<file path="config.mk">
export PLATFORM = sky130hd
export DESIGN_NAME = inst_reg_q
export DESIGN_NICKNAME = d
export VERILOG_FILES = /design/src/rtl/inst_pkg.sv /design/src/rtl/inst_fifo.sv /design/src/rtl/inst_reg_q.sv
export SDC_FILE = /design/constraint.sdc
export NUM_CORES = 1
export LEC_CHECK = 0
export ABC_AREA = 1
export CORE_UTILIZATION = 54
export DETAILED_ROUTE_END_ITERATION = 8
export PLACE_DENSITY = 0.77
export SLEW_MARGIN = 20
export SYNTH_ARGS = -nofsm -noshare
export SYNTH_HDL_FRONTEND = slang
export SYNTH_SLANG_ARGS = --single-unit
</file>
<file path="constraint.sdc">
create_clock -name clk -period 2.4 [get_ports clk]
set_clock_uncertainty 0.15 [all_clocks]
set_input_delay 0.72 -clock clk [delete_from_list [all_inputs] [get_ports clk]]
set_output_delay 0.72 -clock clk [all_outputs]
set_load 0.05 [all_outputs]
</file>
<file path="src/rtl/inst_pkg.sv">
// Shared instruction-format definitions for the fetch/decode path.
package inst_pkg;

  localparam int unsigned OPCODE_W = 5;
  localparam int unsigned ADDR_W   = 10;
  localparam int unsigned INST_W   = 1 + OPCODE_W + ADDR_W;

  // Bit positions of the fields inside a raw instruction word
  localparam int unsigned ADDR_MODE_BIT = INST_W - 1;
  localparam int unsigned OPCODE_LSB    = ADDR_W;

  // Decoded view of an instruction word; the layout matches the raw bit order
  typedef struct packed {
    logic                addr_mode;
    logic [OPCODE_W-1:0] opcode;
    logic [ADDR_W-1:0]   address;
  } inst_t;

endpackage

</file>
<file path="src/rtl/inst_fifo.sv">
// In-order prefetch queue: DEPTH x WIDTH storage with wrap-around pointers,
// occupancy count and a synchronous flush that overrides push/pop.
module inst_fifo
  import inst_pkg::*;
#(
  parameter  int unsigned DEPTH = 4,
  parameter  int unsigned WIDTH = INST_W,
  localparam int unsigned PTR_W = $clog2(DEPTH),
  localparam int unsigned CNT_W = $clog2(DEPTH + 1)
) (
  input  logic             clk,
  input  logic             rst,
  input  logic             flush,
  input  logic             in_valid,
  output logic             in_ready,
  input  logic [WIDTH-1:0] wr_data,
  output logic             out_valid,
  input  logic             out_ready,
  output logic [WIDTH-1:0] rd_data,
  output logic [CNT_W-1:0] count
);

  logic [WIDTH-1:0] mem_q [DEPTH];
  logic [PTR_W-1:0] rd_ptr_q, rd_ptr_d;
  logic [PTR_W-1:0] wr_ptr_q, wr_ptr_d;
  logic [CNT_W-1:0] count_q, count_d;
  logic             push, pop, wr_en;

  // Handshake readiness comes from registered occupancy only, so a full
  // queue refuses a push even when a pop happens in the same cycle.
  assign in_ready  = (count_q < CNT_W'(DEPTH));
  assign out_valid = (count_q != '0);
  assign rd_data   = mem_q[rd_ptr_q];
  assign count     = count_q;

  // Next-state for pointers and occupancy; flush wins over push/pop
  always_comb begin
    push     = in_valid & in_ready;
    pop      = out_valid & out_ready;
    rd_ptr_d = rd_ptr_q;
    wr_ptr_d = wr_ptr_q;
    count_d  = count_q;
    wr_en    = 1'b0;
    if (flush) begin
      rd_ptr_d = '0;
      wr_ptr_d = '0;
      count_d  = '0;
    end else begin
      if (push) begin
        wr_ptr_d = wr_ptr_q + PTR_W'(1);
        wr_en    = 1'b1;
      end
      if (pop) begin
        rd_ptr_d = rd_ptr_q + PTR_W'(1);
      end
      if (push && !pop) begin
        count_d = count_q + CNT_W'(1);
      end else if (pop && !push) begin
        count_d = count_q - CNT_W'(1);
      end
    end
  end

  // Pointer and occupancy registers, cleared asynchronously
  always_ff @(posedge clk or posedge rst) begin
    if (rst) begin
      rd_ptr_q <= '0;
      wr_ptr_q <= '0;
      count_q  <= '0;
    end else begin
      rd_ptr_q <= rd_ptr_d;
      wr_ptr_q <= wr_ptr_d;
      count_q  <= count_d;
    end
  end

  // Storage array; contents are don't-care until written, so no reset
  always_ff @(posedge clk) begin
    if (wr_en) begin
      mem_q[wr_ptr_q] <= wr_data;
    end
  end

endmodule

</file>
<file path="src/rtl/inst_reg_q.sv">
// Instruction register with prefetch queue: buffers fetched words in order
// and presents the head entry split into addr_mode / opcode / address.
module inst_reg_q #(
  parameter  int unsigned OPCODE_W = inst_pkg::OPCODE_W,
  parameter  int unsigned ADDR_W   = inst_pkg::ADDR_W,
  parameter  int unsigned DEPTH    = 4,
  localparam int unsigned INST_W   = 1 + OPCODE_W + ADDR_W,
  localparam int unsigned CNT_W    = $clog2(DEPTH + 1)
) (
  input  logic                clk,
  input  logic                rst,
  input  logic                flush,
  input  logic                in_valid,
  output logic                in_ready,
  input  logic [INST_W-1:0]   ins,
  output logic                out_valid,
  input  logic                out_ready,
  output logic                addr_mode,
  output logic [OPCODE_W-1:0] opcode,
  output logic [ADDR_W-1:0]   address,
  output logic [CNT_W-1:0]    count
);

  localparam int unsigned ADDR_MODE_BIT = INST_W - 1;
  localparam int unsigned OPCODE_LSB    = ADDR_W;

  if (DEPTH < 2 || (DEPTH & (DEPTH - 1)) != 0) begin : g_depth_check
    $error("inst_reg_q: DEPTH must be a power of two and at least 2");
  end

  logic [INST_W-1:0] head_raw;
  logic [INST_W-1:0] head;

  inst_fifo #(
    .DEPTH (DEPTH),
    .WIDTH (INST_W)
  ) u_fifo (
    .clk       (clk),
    .rst       (rst),
    .flush     (flush),
    .in_valid  (in_valid),
    .in_ready  (in_ready),
    .wr_data   (ins),
    .out_valid (out_valid),
    .out_ready (out_ready),
    .rd_data   (head_raw),
    .count     (count)
  );

  // Mask stale storage so the fields read zero whenever the queue is empty
  always_comb begin
    head = '0;
    if (out_valid) begin
      head = head_raw;
    end
  end

  assign addr_mode = head[ADDR_MODE_BIT];
  assign opcode    = head[OPCODE_LSB +: OPCODE_W];
  assign address   = head[ADDR_W-1:0];

endmodule

</file>
After elaboration in Yosys (flattened, before gate mapping)
Memory sizes are Yosys's and may differ from the RTL's.
Cells that the tools add are included.
Storage, ports and cells
  register bits after elaboration: 7
  memory bits (writable): 64
  input port bits: 21
  output and inout port bits: 21
  logic and storage cells: 31
  memories: 1
Memory list
  u_fifo.mem_q: words 4, width 16, rd ports 1, clocked after memory_dff 0, wr ports 1, line inst_fifo.sv:23  | logic [WIDTH-1:0] mem_q [DEPTH];
Operators by class
  $add $sub $neg: 4
  $lt $le $gt $ge: 1
  multiplexer cells: 12
  bitwise gates (word level): 2
  reduce and logical (&&, ||, !) cells: 8
Operators by type and width (number)
  $mux 16: 1
  $mux 3: 3
  $mux 2: 4
  $reduce_bool 3->1: 2
  $add 2x1->2 const B: 2
  $mux 1: 4
  $reduce_bool 2->1: 2
  $add 3x1->3 const B: 1
  $lt 3x3->1 const B: 1
  $sub 3x1->3 const B: 1
  $and 1x1->1: 2
  $logic_and 1x1->1: 2
  $logic_not 1->1: 2

Logic depth before layout (Yosys ltp)
Gate-level depths: netlist of run 1.
  word-level depth: 7
  depth in mapped cells: 9

Cells and area by module
From an unflattened synthesis of run 1, not the netlist that was laid out.
Second synthesis, totals
  cell total of the unflattened synthesis: 249
  area total of the unflattened synthesis: 3004.1 um^2
Modules (own cells, without submodules)
  inst_fifo: instances 1, cells an instance 215, area an instance 2840.2 um^2
  inst_reg_q: instances 1, cells an instance 34, area an instance 163.9 um^2

Worst setup path before layout of run 1
OpenSTA, ideal clock, no wires.
  kind: reg-to-output
  start point: register u_fifo.count_q[2], in the netlist u_fifo.count[2]
  end point: output port address[5]
  arrival: 2208 ps
  data required time: 1530 ps
  setup slack: -678 ps
  stages on the path, launching flop included: 6
  path buffers: 1
  path through: dfrtp_1 > inv_2 > nand2_4 > inv_2 > buf_2 > a21oi_1
Between the ends
  word-level cells in the longest chain between the ends: 2
RTL lines
  start, declared: line inst_fifo.sv:26  | logic [CNT_W-1:0] count_q, count_d;
  start signal, assigned: line inst_fifo.sv:73  | count_q <= count_d;
  $reduce_bool 3->1: line inst_fifo.sv:32  | assign out_valid = (count_q != '0);
  via out_valid: line inst_reg_q.sv:16  | output logic out_valid,
  $mux 16: line inst_reg_q.sv:53  | if (out_valid) begin
  end, declared: line inst_reg_q.sv:20  | output logic [ADDR_W-1:0] address,
The timed path passes the listed nets, and every way through them passes these cells.

Worst setup path after layout of run 1
  start point: register u_fifo.rd_ptr_q[0]
  end point: output port opcode[3]
Between the ends
  word-level cells in the longest chain between the ends: 2
RTL lines
  start, declared: line inst_fifo.sv:24  | logic [PTR_W-1:0] rd_ptr_q, rd_ptr_d;
  start signal, assigned: line inst_fifo.sv:71  | rd_ptr_q <= rd_ptr_d;
  $mem_v2 4x16
  $mux 16: line inst_reg_q.sv:53
  end, declared: line inst_reg_q.sv:19  | output logic [OPCODE_W-1:0] opcode,
No other way between the ends.

==> results of run 1 <==
-- cell usage in the layout (no fill, tap or decap), types with 2 or more instances in the layout --
master and n:
nor2_1 69, edfxtp_1 64, clkdlybuf4s50_1 20, buf_6 19
o21ai_1 17, o21ai_2 14, inv_1 13, nand2_1 12
buf_4 12, a21oi_4 10, clkbuf_8 9, buf_12 7
a21oi_2 6, nor2_2 5, o21ai_0 5, dfrtp_2 5
ha_1 4, inv_2 3, nand2_2 3, bufinv_16 3
inv_4 2, a21oi_1 2, nand3_1 2, dlygate4sd2_1 2
dfrtp_1 2
-- worst max-delay path, stage by stage, from the launching register on --
cell	delay [ns]
dfrtp_2	0.42
buf_12	0.17
nor2_1	0.07
nor2_1	0.12
o21ai_2	0.10
a21oi_4	0.17
buf_6	0.17
-- cells by family (layout without fill, tap and decap cells) --
kind of cell               after synthesis  in the layout  share of synthesized area
and+or+nand+nor                         95             95                      0.131
DFF                                     71             71                      0.704
AOI/OAI and AO/OA                       54             54                     0.0932
buffers and inverters                   29             93                     0.0487
adders and majority gates                5              5                     0.0235
-- power by group through the flow --
stage          registers (mW)  clock network [mW]  logic (mW)
2_1_floorplan            1.58                   0        1.38
3_3_place_gp             1.52                   0        2.03
3_5_place_dp             1.52                   0        2.06
4_1_cts                  1.50                1.13        2.21
5_1_grt                  1.51                1.19        2.38
6_report                 1.51                1.12        2.26
-- repair_timing --
action,in CTS,in global routing
endpoints found under the setup margin,17,16
resized for setup,47,18
pin swaps,1,0
-- sequential cells by signal (all words and copies together) (netlist names) --
name and count:
u_fifo.mem_q 64, u_fifo.count 3, u_fifo.wr_ptr_q 2, u_fifo.rd_ptr_q 2
-- metrics by stage --
step / hold WS [ns] / utilization
6_report: 0.405 / 0.787
3_3_place_gp: 0.384 / 0.712
3_5_place_dp: 0.390 / 0.712
2_1_floorplan: 0.342 / -
5_1_grt: 0.427 / 0.787
4_1_cts: 0.406 / 0.776
-- worst max path at each step --
stage | from | endpoint | slack [ns] | cells past startpoint
2_1_floorplan | u_fifo.count[2]$_DFFE_PP0P_ | address[5] | 0.006 | 5
3_3_place_gp | in_valid | u_fifo.mem_q[1][13]$_DFFE_PP_ | 0.02 | 6
3_5_place_dp | in_valid | u_fifo.count[1]$_DFFE_PP0P_ | -0.02 | 9
4_1_cts | u_fifo.rd_ptr_q[0]$_DFFE_PP0P_ | address[5] | -0.04 | 5
5_1_grt | u_fifo.rd_ptr_q[0]$_DFFE_PP0P_ | address[5] | -0.1 | 6
6_report | u_fifo.rd_ptr_q[0]$_DFFE_PP0P_ | opcode[3] | -0.04 | 6
-- metal layers --
layer	wire [microns]	part of all wire
met5	0	0
met4	125	0.019
met3	359	0.056
met2	3330	0.51
met1	2650	0.41
-- final cells by class --
class / count / share of cell area
inverter: 18 / 0.0177
clock buffer: 9 / 0.0302
sequential: 71 / 0.514
tap: 70 / 0.0214
multi-input combinational: 154 / 0.229
timing repair buffer: 60 / 0.162
clock inverter: 6 / 0.0269
==> metrics.md, run 1 <==
| Metric | Value |
|---|---|
| Status | `finished with violations` |
| Failing checks | `negative setup slack` |
| Iteration-0 DRC Markers | `142` |
| Root Buffer Master | `clkbuf_8` |
| Final Max Slew Viols | `0` |
| IO Port Bufs | `41` |
| CTS Buf Count | `9` |
| Cell taking the most area after synthesis | `edfxtp_1` |
| Post-synth top cells | `71 x nor2_1, 64 x edfxtp_1, 25 x o21ai_0` |
| Area contributors post-synth | `edfxtp_1 65%, nor2_1 8.9%, dfrtp_1 5.9%, o21ai_0 4.2%, a21oi_1 3.0%` |
| Max-capacitance violation count | `0` |
| Register area | `2100 sq um` |
| Initial DRT Pass Iterations | `4` |
| Vias in the first global route | `2009` |
| Reg2reg end | `u_fifo.count[1]$_DFFE_PP0P_` |
| GRT met1 Usage | `0.298` |
| Net Sw Frac | `0.398` |
| Final Hold Viols | `0` |
| Crit Path Max Fanout | `22` |
| Unique masters post-synth | `22` |
| Gr ovfl total | `0` |
| Tightest Hold Check Type | `flip-flop to flip-flop` |
| Synth Cell Area | `2980 sq um` |
| Std-Cell Rows | `26` |
| Mapped Avg Cell Area | `11.7 sq um` |
| Met2 GRT Util | `0.405` |
| Placed cells | `373` |
| Clock Power Share | `0.229` |
| Dpl cell area | `3710 sq um` |
| Htree depth | `3` |
| R2r setup slk | `0.64 ns` |
| Setup bufs post-CTS | `0` |
| Period utilization | `1.02` |
| Worst VDD drop | `0.000972 V` |
| Worst Setup Start Kind | `flip-flop` |
| Leakage | `1.50 nW` |
| Die W | `76.3 microns` |
| #FFs+latches synth | `71` |
| Synth Flop Type | `edfxtp_1` |
| Boundary pin count | `42` |
| Vias | `2039` |
| Hold endpoint | `u_fifo.count[2]$_DFFE_PP0P_` |
| Reg2reg start | `u_fifo.count[0]$_DFFE_PP0P_` |
| Synthesized net count | `280` |
| Largest net degree at the start of global routing | `23` |
| Final-report setup violation count | `6` |
| Core area | `5200 sq um` |
| Initial Util | `0.572` |
| GRT Total Usage | `0.241` |
| GPL Wtd Cong | `0.765` |
| Overall Power | `4.89 mW` |
| CTS tree | `done` |
| Minimum clock period | `2.44 ns` |
| Final Cell Area | `4100 sq um` |
| Switching power | `1.94 mW` |
| Drt wl/cell | `16.7 microns` |
| Die height | `76.3 microns` |
| Final-layout fill cell count | `312` |
| Area occupied by multi-input gates | `936 sq um` |
| Slew @ Worst Pin | `0.482 ns` |
| Area growth from synthesis to layout | `37.5%` |
| Fin cells | `388` |
| Slew margin rel. | `0.680` |
| Routed vias/inst | `5.26` |
| Antenna viol nets, final | `0` |
| Crit. End Element | `output pin` |
| DRC | `0` |
| First-pass GRT wire length | `10200 microns` |
| Synth warn | `0` |
| Cells on worst reg2reg path | `9` |
| Post-synth top area share | `0.645` |
| Async SR Flop Fraction | `0.0986` |
| Share of layout cells above drive strength 1 | `0.321` |
| Pre-CTS setup slack | `-0.0174 ns` |
| Critical path arrival | `1.57 ns` |
| Critical path type | `flip-flop to output pin` |
| Post-cts hold buffer count | `0` |
| Met3 Use GR | `0.0503` |
| Cells after synthesis | `254` |
| Power Density | `1190 nW/um^2` |
| Sequential element share of the synthesized area | `0.704` |
| Number of synthesized flops with an enable pin | `64` |
| Top-count cell post-synth | `nor2_1` |
| Worst min-delay path startpoint | `u_fifo.count[2]$_DFFE_PP0P_` |
| Setup TNS | `-0.137 ns` |
| Routed wire length | `6460 microns` |
| Setup ws final | `-0.0370 ns` |
| Clk buf depth | `2` |
| RSZ-0062 raised after global routing | `true` |
| Worst EP required | `1.53 ns` |
| Nets | `340` |
| GRT busiest layer | `met2` |
| Worst skew pair latency | `0.34 ns` |
| Initial antenna violation count | `0` |
| Sink Count | `71` |
| Antenna cells | `0` |
| Flop pwr share | `0.308` |
| Post-detail-place hpwl | `3990 microns` |
| F_max | `0.410 GHz` |
| Comb power frac | `0.463` |
| Worst-path clk slew | `0.07 ns` |
| Int Pwr | `2.94 mW` |
| Hold Crit Depth | `2` |
| Die footprint | `5820 sq um` |
(Power assumes the default switching activity.)
==> inputs of run 2 (changes only) <==
--- a/config.mk
+++ b/config.mk
@@ -12,4 +12,5 @@
 export SLEW_MARGIN = 20
 export SYNTH_ARGS = -nofsm -noshare
 export SYNTH_HDL_FRONTEND = slang
+export SYNTH_HIERARCHICAL = 1
 export SYNTH_SLANG_ARGS = --single-unit
==> metrics.md, run 2 <==
| Metric | Value |
|---|---|
| Worst skew pair latency | `0.33 ns (was 0.34 ns)` |
| GPL Wtd Cong | `0.765 (about the same)` |
| CTS tree | `done (unchanged)` |
| First-pass GRT wire length | `10300 microns (was 10200 microns)` |
| Initial Util | `0.574 (was 0.572)` |
| Vias in the first global route | `2186 (was 2009)` |
| Post-synth top area share | `0.640 (was 0.645)` |
| Cells after synthesis | `249 (was 254)` |
| IO Port Bufs | `41 (unchanged)` |
| Initial antenna violation count | `0 (unchanged)` |
| Worst VDD drop | `0.000704 V (was 0.000972 V)` |
| Slew margin rel. | `0.672 (was 0.680)` |
| RSZ-0062 raised after global routing | `true (unchanged)` |
| Boundary pin count | `42 (unchanged)` |
| Routed wire length | `6600 microns (was 6460 microns)` |
| Cell taking the most area after synthesis | `edfxtp_1 (unchanged)` |
| Std-Cell Rows | `26 (unchanged)` |
| Period utilization | `1.04 (was 1.02)` |
| Final Cell Area | `4080 sq um (was 4100 sq um)` |
| Nets | `348 (was 340)` |
| Async SR Flop Fraction | `0.0986 (unchanged)` |
| Setup ws final | `-0.0974 ns (was -0.0370 ns)` |
| Post-detail-place hpwl | `3850 microns (was 3990 microns)` |
| Drt wl/cell | `16.6 microns (was 16.7 microns)` |
| Top-count cell post-synth | `edfxtp_1 (was nor2_1)` |
| Hold Crit Depth | `1 (was 2)` |
| Synthesized net count | `275 (was 280)` |
| GRT Total Usage | `0.238 (was 0.241)` |
| Root Buffer Master | `clkbuf_8 (unchanged)` |
| Critical path type | `flip-flop to output pin (unchanged)` |
| F_max | `0.400 GHz (was 0.410 GHz)` |
| Number of synthesized flops with an enable pin | `64 (unchanged)` |
| Post-synth top cells | `64 x edfxtp_1, 40 x nor2_1, 33 x o21ai_0 (was 71 x nor2_1, 64 x edfxtp_1, 25 x o21ai_0)` |
| Max reg flops | `64 (unchanged)` |
| Final Hold Viols | `0 (unchanged)` |
| Final Max Slew Viols | `0 (unchanged)` |
| Share of layout cells above drive strength 1 | `0.358 (was 0.321)` |
| Cells on worst reg2reg path | `9 (unchanged)` |
| Vias | `2111 (was 2039)` |
| Area contributors post-synth | `edfxtp_1 64%, dfrtp_1 5.8%, o21ai_0 5.5%, nor2_1 5.0%, inv_1 3.6% (was edfxtp_1 65%, nor2_1 8.9%, dfrtp_1 5.9%, o21ai_0 4.2%, a21oi_1 3.0%)` |
| #FFs+latches synth | `71 (unchanged)` |
| Dpl cell area | `3590 sq um (was 3710 sq um)` |
| Routed vias/inst | `5.32 (was 5.26)` |
| Synth Cell Area | `3000 sq um (was 2980 sq um)` |
| Antenna cells | `0 (unchanged)` |
| Htree depth | `3 (unchanged)` |
| Final-report setup violation count | `15 (was 6)` |
| Tightest Hold Check Type | `flip-flop to flip-flop (unchanged)` |
| Failing checks | `negative setup slack (unchanged)` |
| Worst setup path startpoint | `u_fifo/rd_ptr_q[0]$_DFFE_PP0P_ (was u_fifo.rd_ptr_q[0]$_DFFE_PP0P_)` |
| Synth warn | `6 (was 0)` |
| Initial DRT Pass Iterations | `4 (unchanged)` |
| Minimum clock period | `2.50 ns (was 2.44 ns)` |
| Status | `finished with violations (unchanged)` |
| Gr ovfl total | `0 (unchanged)` |
| Core area | `5240 sq um (was 5200 sq um)` |
| Worst-path clk slew | `0.07 ns (about the same)` |
| Overall Power | `4.66 mW (was 4.89 mW)` |
| DRC | `0 (unchanged)` |
| Die W | `76.6 microns (was 76.3 microns)` |
| Die height | `76.6 microns (was 76.3 microns)` |
| Die footprint | `5870 sq um (was 5820 sq um)` |
| Unique masters post-synth | `25 (was 22)` |
| Leakage | `1.57 nW (was 1.50 nW)` |
| Power Density | `1140 nW/um^2 (was 1190 nW/um^2)` |
| Slew @ Worst Pin | `0.494 ns (was 0.482 ns)` |
| CTS Buf Count | `9 (unchanged)` |
| Largest net degree at the start of global routing | `22 (was 23)` |
| Critical path arrival | `1.63 ns (was 1.57 ns)` |
| Top reg by flops | `u_fifo/mem_q (was u_fifo.mem_q)` |
| Worst Setup Start Kind | `flip-flop (unchanged)` |
| Area growth from synthesis to layout | `35.7% (was 37.5%)` |
| Worst min-delay path startpoint | `u_fifo/wr_ptr_q[0]$_DFFE_PP0P_ (was u_fifo.count[2]$_DFFE_PP0P_)` |
| Worst EP required | `1.53 ns (about the same)` |
| Sink Count | `71 (unchanged)` |
| Antenna viol nets, final | `0 (unchanged)` |
| Most frequent cells in the layout | `64 x edfxtp_1, 33 x nor2_1, 21 x buf_4, 20 x clkdlybuf4s50_1, 18 x nand2_1 (was 69 x nor2_1, 64 x edfxtp_1, 20 x clkdlybuf4s50_1, 19 x buf_6, 17 x o21ai_1)` |
| Crit. End Element | `output pin (unchanged)` |
| Sequential element share of the synthesized area | `0.698 (was 0.704)` |
| Synth Flop Type | `edfxtp_1 (unchanged)` |
| Iteration-0 DRC Markers | `149 (was 142)` |
| Crit Path Max Fanout | `7 (was 22)` |
| Mapped Avg Cell Area | `12.1 sq um (was 11.7 sq um)` |
| Reg2reg start | `u_fifo/count[0]$_DFFE_PP0P_ (was u_fifo.count[0]$_DFFE_PP0P_)` |
| Max-capacitance violation count | `0 (unchanged)` |
| Most common cell after layout, fill and taps aside | `edfxtp_1 (was nor2_1)` |
| Clk buf depth | `2 (unchanged)` |
[run 2: changes by cell type in the layout (fill, tap and decap cells not counted), sizes merged, moves of 3 or more]
cell | previous run | this run
nor2 | 75 | 44
a21oi | 18 | 1
o22ai | 0 | 16
nand2 | 16 | 30
buf | 38 | 48
inv | 18 | 27
clkinvlp | 1 | 7
bufinv | 3 | 0
clkinv | 2 | 5
[run 2: cell families after synthesis]
family,count (synthesis),share of synthesized area
flip-flops,71,0.698
AO/OA/AOI/OAI,53,0.0987
XOR/XNOR,1,0.00292
AND/OR/NAND/NOR,77,0.114
adder cells (fa/ha/maj),5,0.0233
buffers and inverters,42,0.0633
[run 2: report_power, final]
part,leakage [nW],internal [mW],total (mW),switching [mW]
sequential,0.665,1.45,1.51,0.0685
clock,0.0777,0.364,0.796,0.432
combinational,0.825,0.881,2.36,1.47
total,1.57,2.69,4.66,1.98
[run 2: final timing paths]
check                                                  to  slack, ns
min in group asynchronous     u_fifo/count[1]$_DFFE_PP0P_       0.46
hold reg to reg            u_fifo/wr_ptr_q[0]$_DFFE_PP0P_       0.42
hold / removal             u_fifo/wr_ptr_q[0]$_DFFE_PP0P_       0.42
setup reg to reg              u_fifo/count[1]$_DFFE_PP0P_       0.52
max in group asynchronous     u_fifo/count[0]$_DFFE_PP0P_       1.40
setup / recovery                                opcode[1]       -0.1
[run 2: what timing repair did]
action                     in CTS  in global routing
pin swaps                       3                 12
gates cloned                    2                  2
resized for setup              41                 50
hold buffers                    0                  0
setup endpoints to repair      18                 16
buffers inserted                4                  2
[run 2: cell type report]
| class | count | area (sq um) |
|---|---|---|
| Tap cell | 70 | 87.6 |
| Fill cell | 319 | 1160 |
| Clock buffer | 9 | 124 |
| Inverter | 32 | 149 |
| Multi-Input combinational cell | 137 | 792 |
| Sequential cell | 71 | 2100 |
| Timing Repair Buffer | 71 | 782 |
| Clock inverter | 7 | 40.0 |
[run 2: metrics by stage]
stage,util,std cells,setup TNS [ns],setup slack (ns),hold WS [ns]
detailed placement,0.686,371,0,0.0179,0.399
floorplan,-,249,0,0.00408,0.363
global route,0.779,397,-2.29,-0.182,0.445
global placement,0.686,371,0,0.0481,0.404
finish,0.779,397,-0.852,-0.0974,0.424
CTS,0.749,393,-0.923,-0.0768,0.422
[run 2: worst max-delay path: stages, from the launching register on]
cell	delay (ns)
dfrtp_2	0.45
inv_4	0.11
buf_6	0.15
buf_12	0.11
nor2_2	0.03
o22ai_1	0.17
nand2_2	0.07
inv_2	0.06
buf_8	0.13
[run 2: metal layers]
layer	vias up	routed length, microns	track usage
li1	1004	-	-
met1	1031	2830	0.281
met3	12	269	0.0611
met5	-	0	0
met4	0	136	0.131
met2	64	3360	0.397
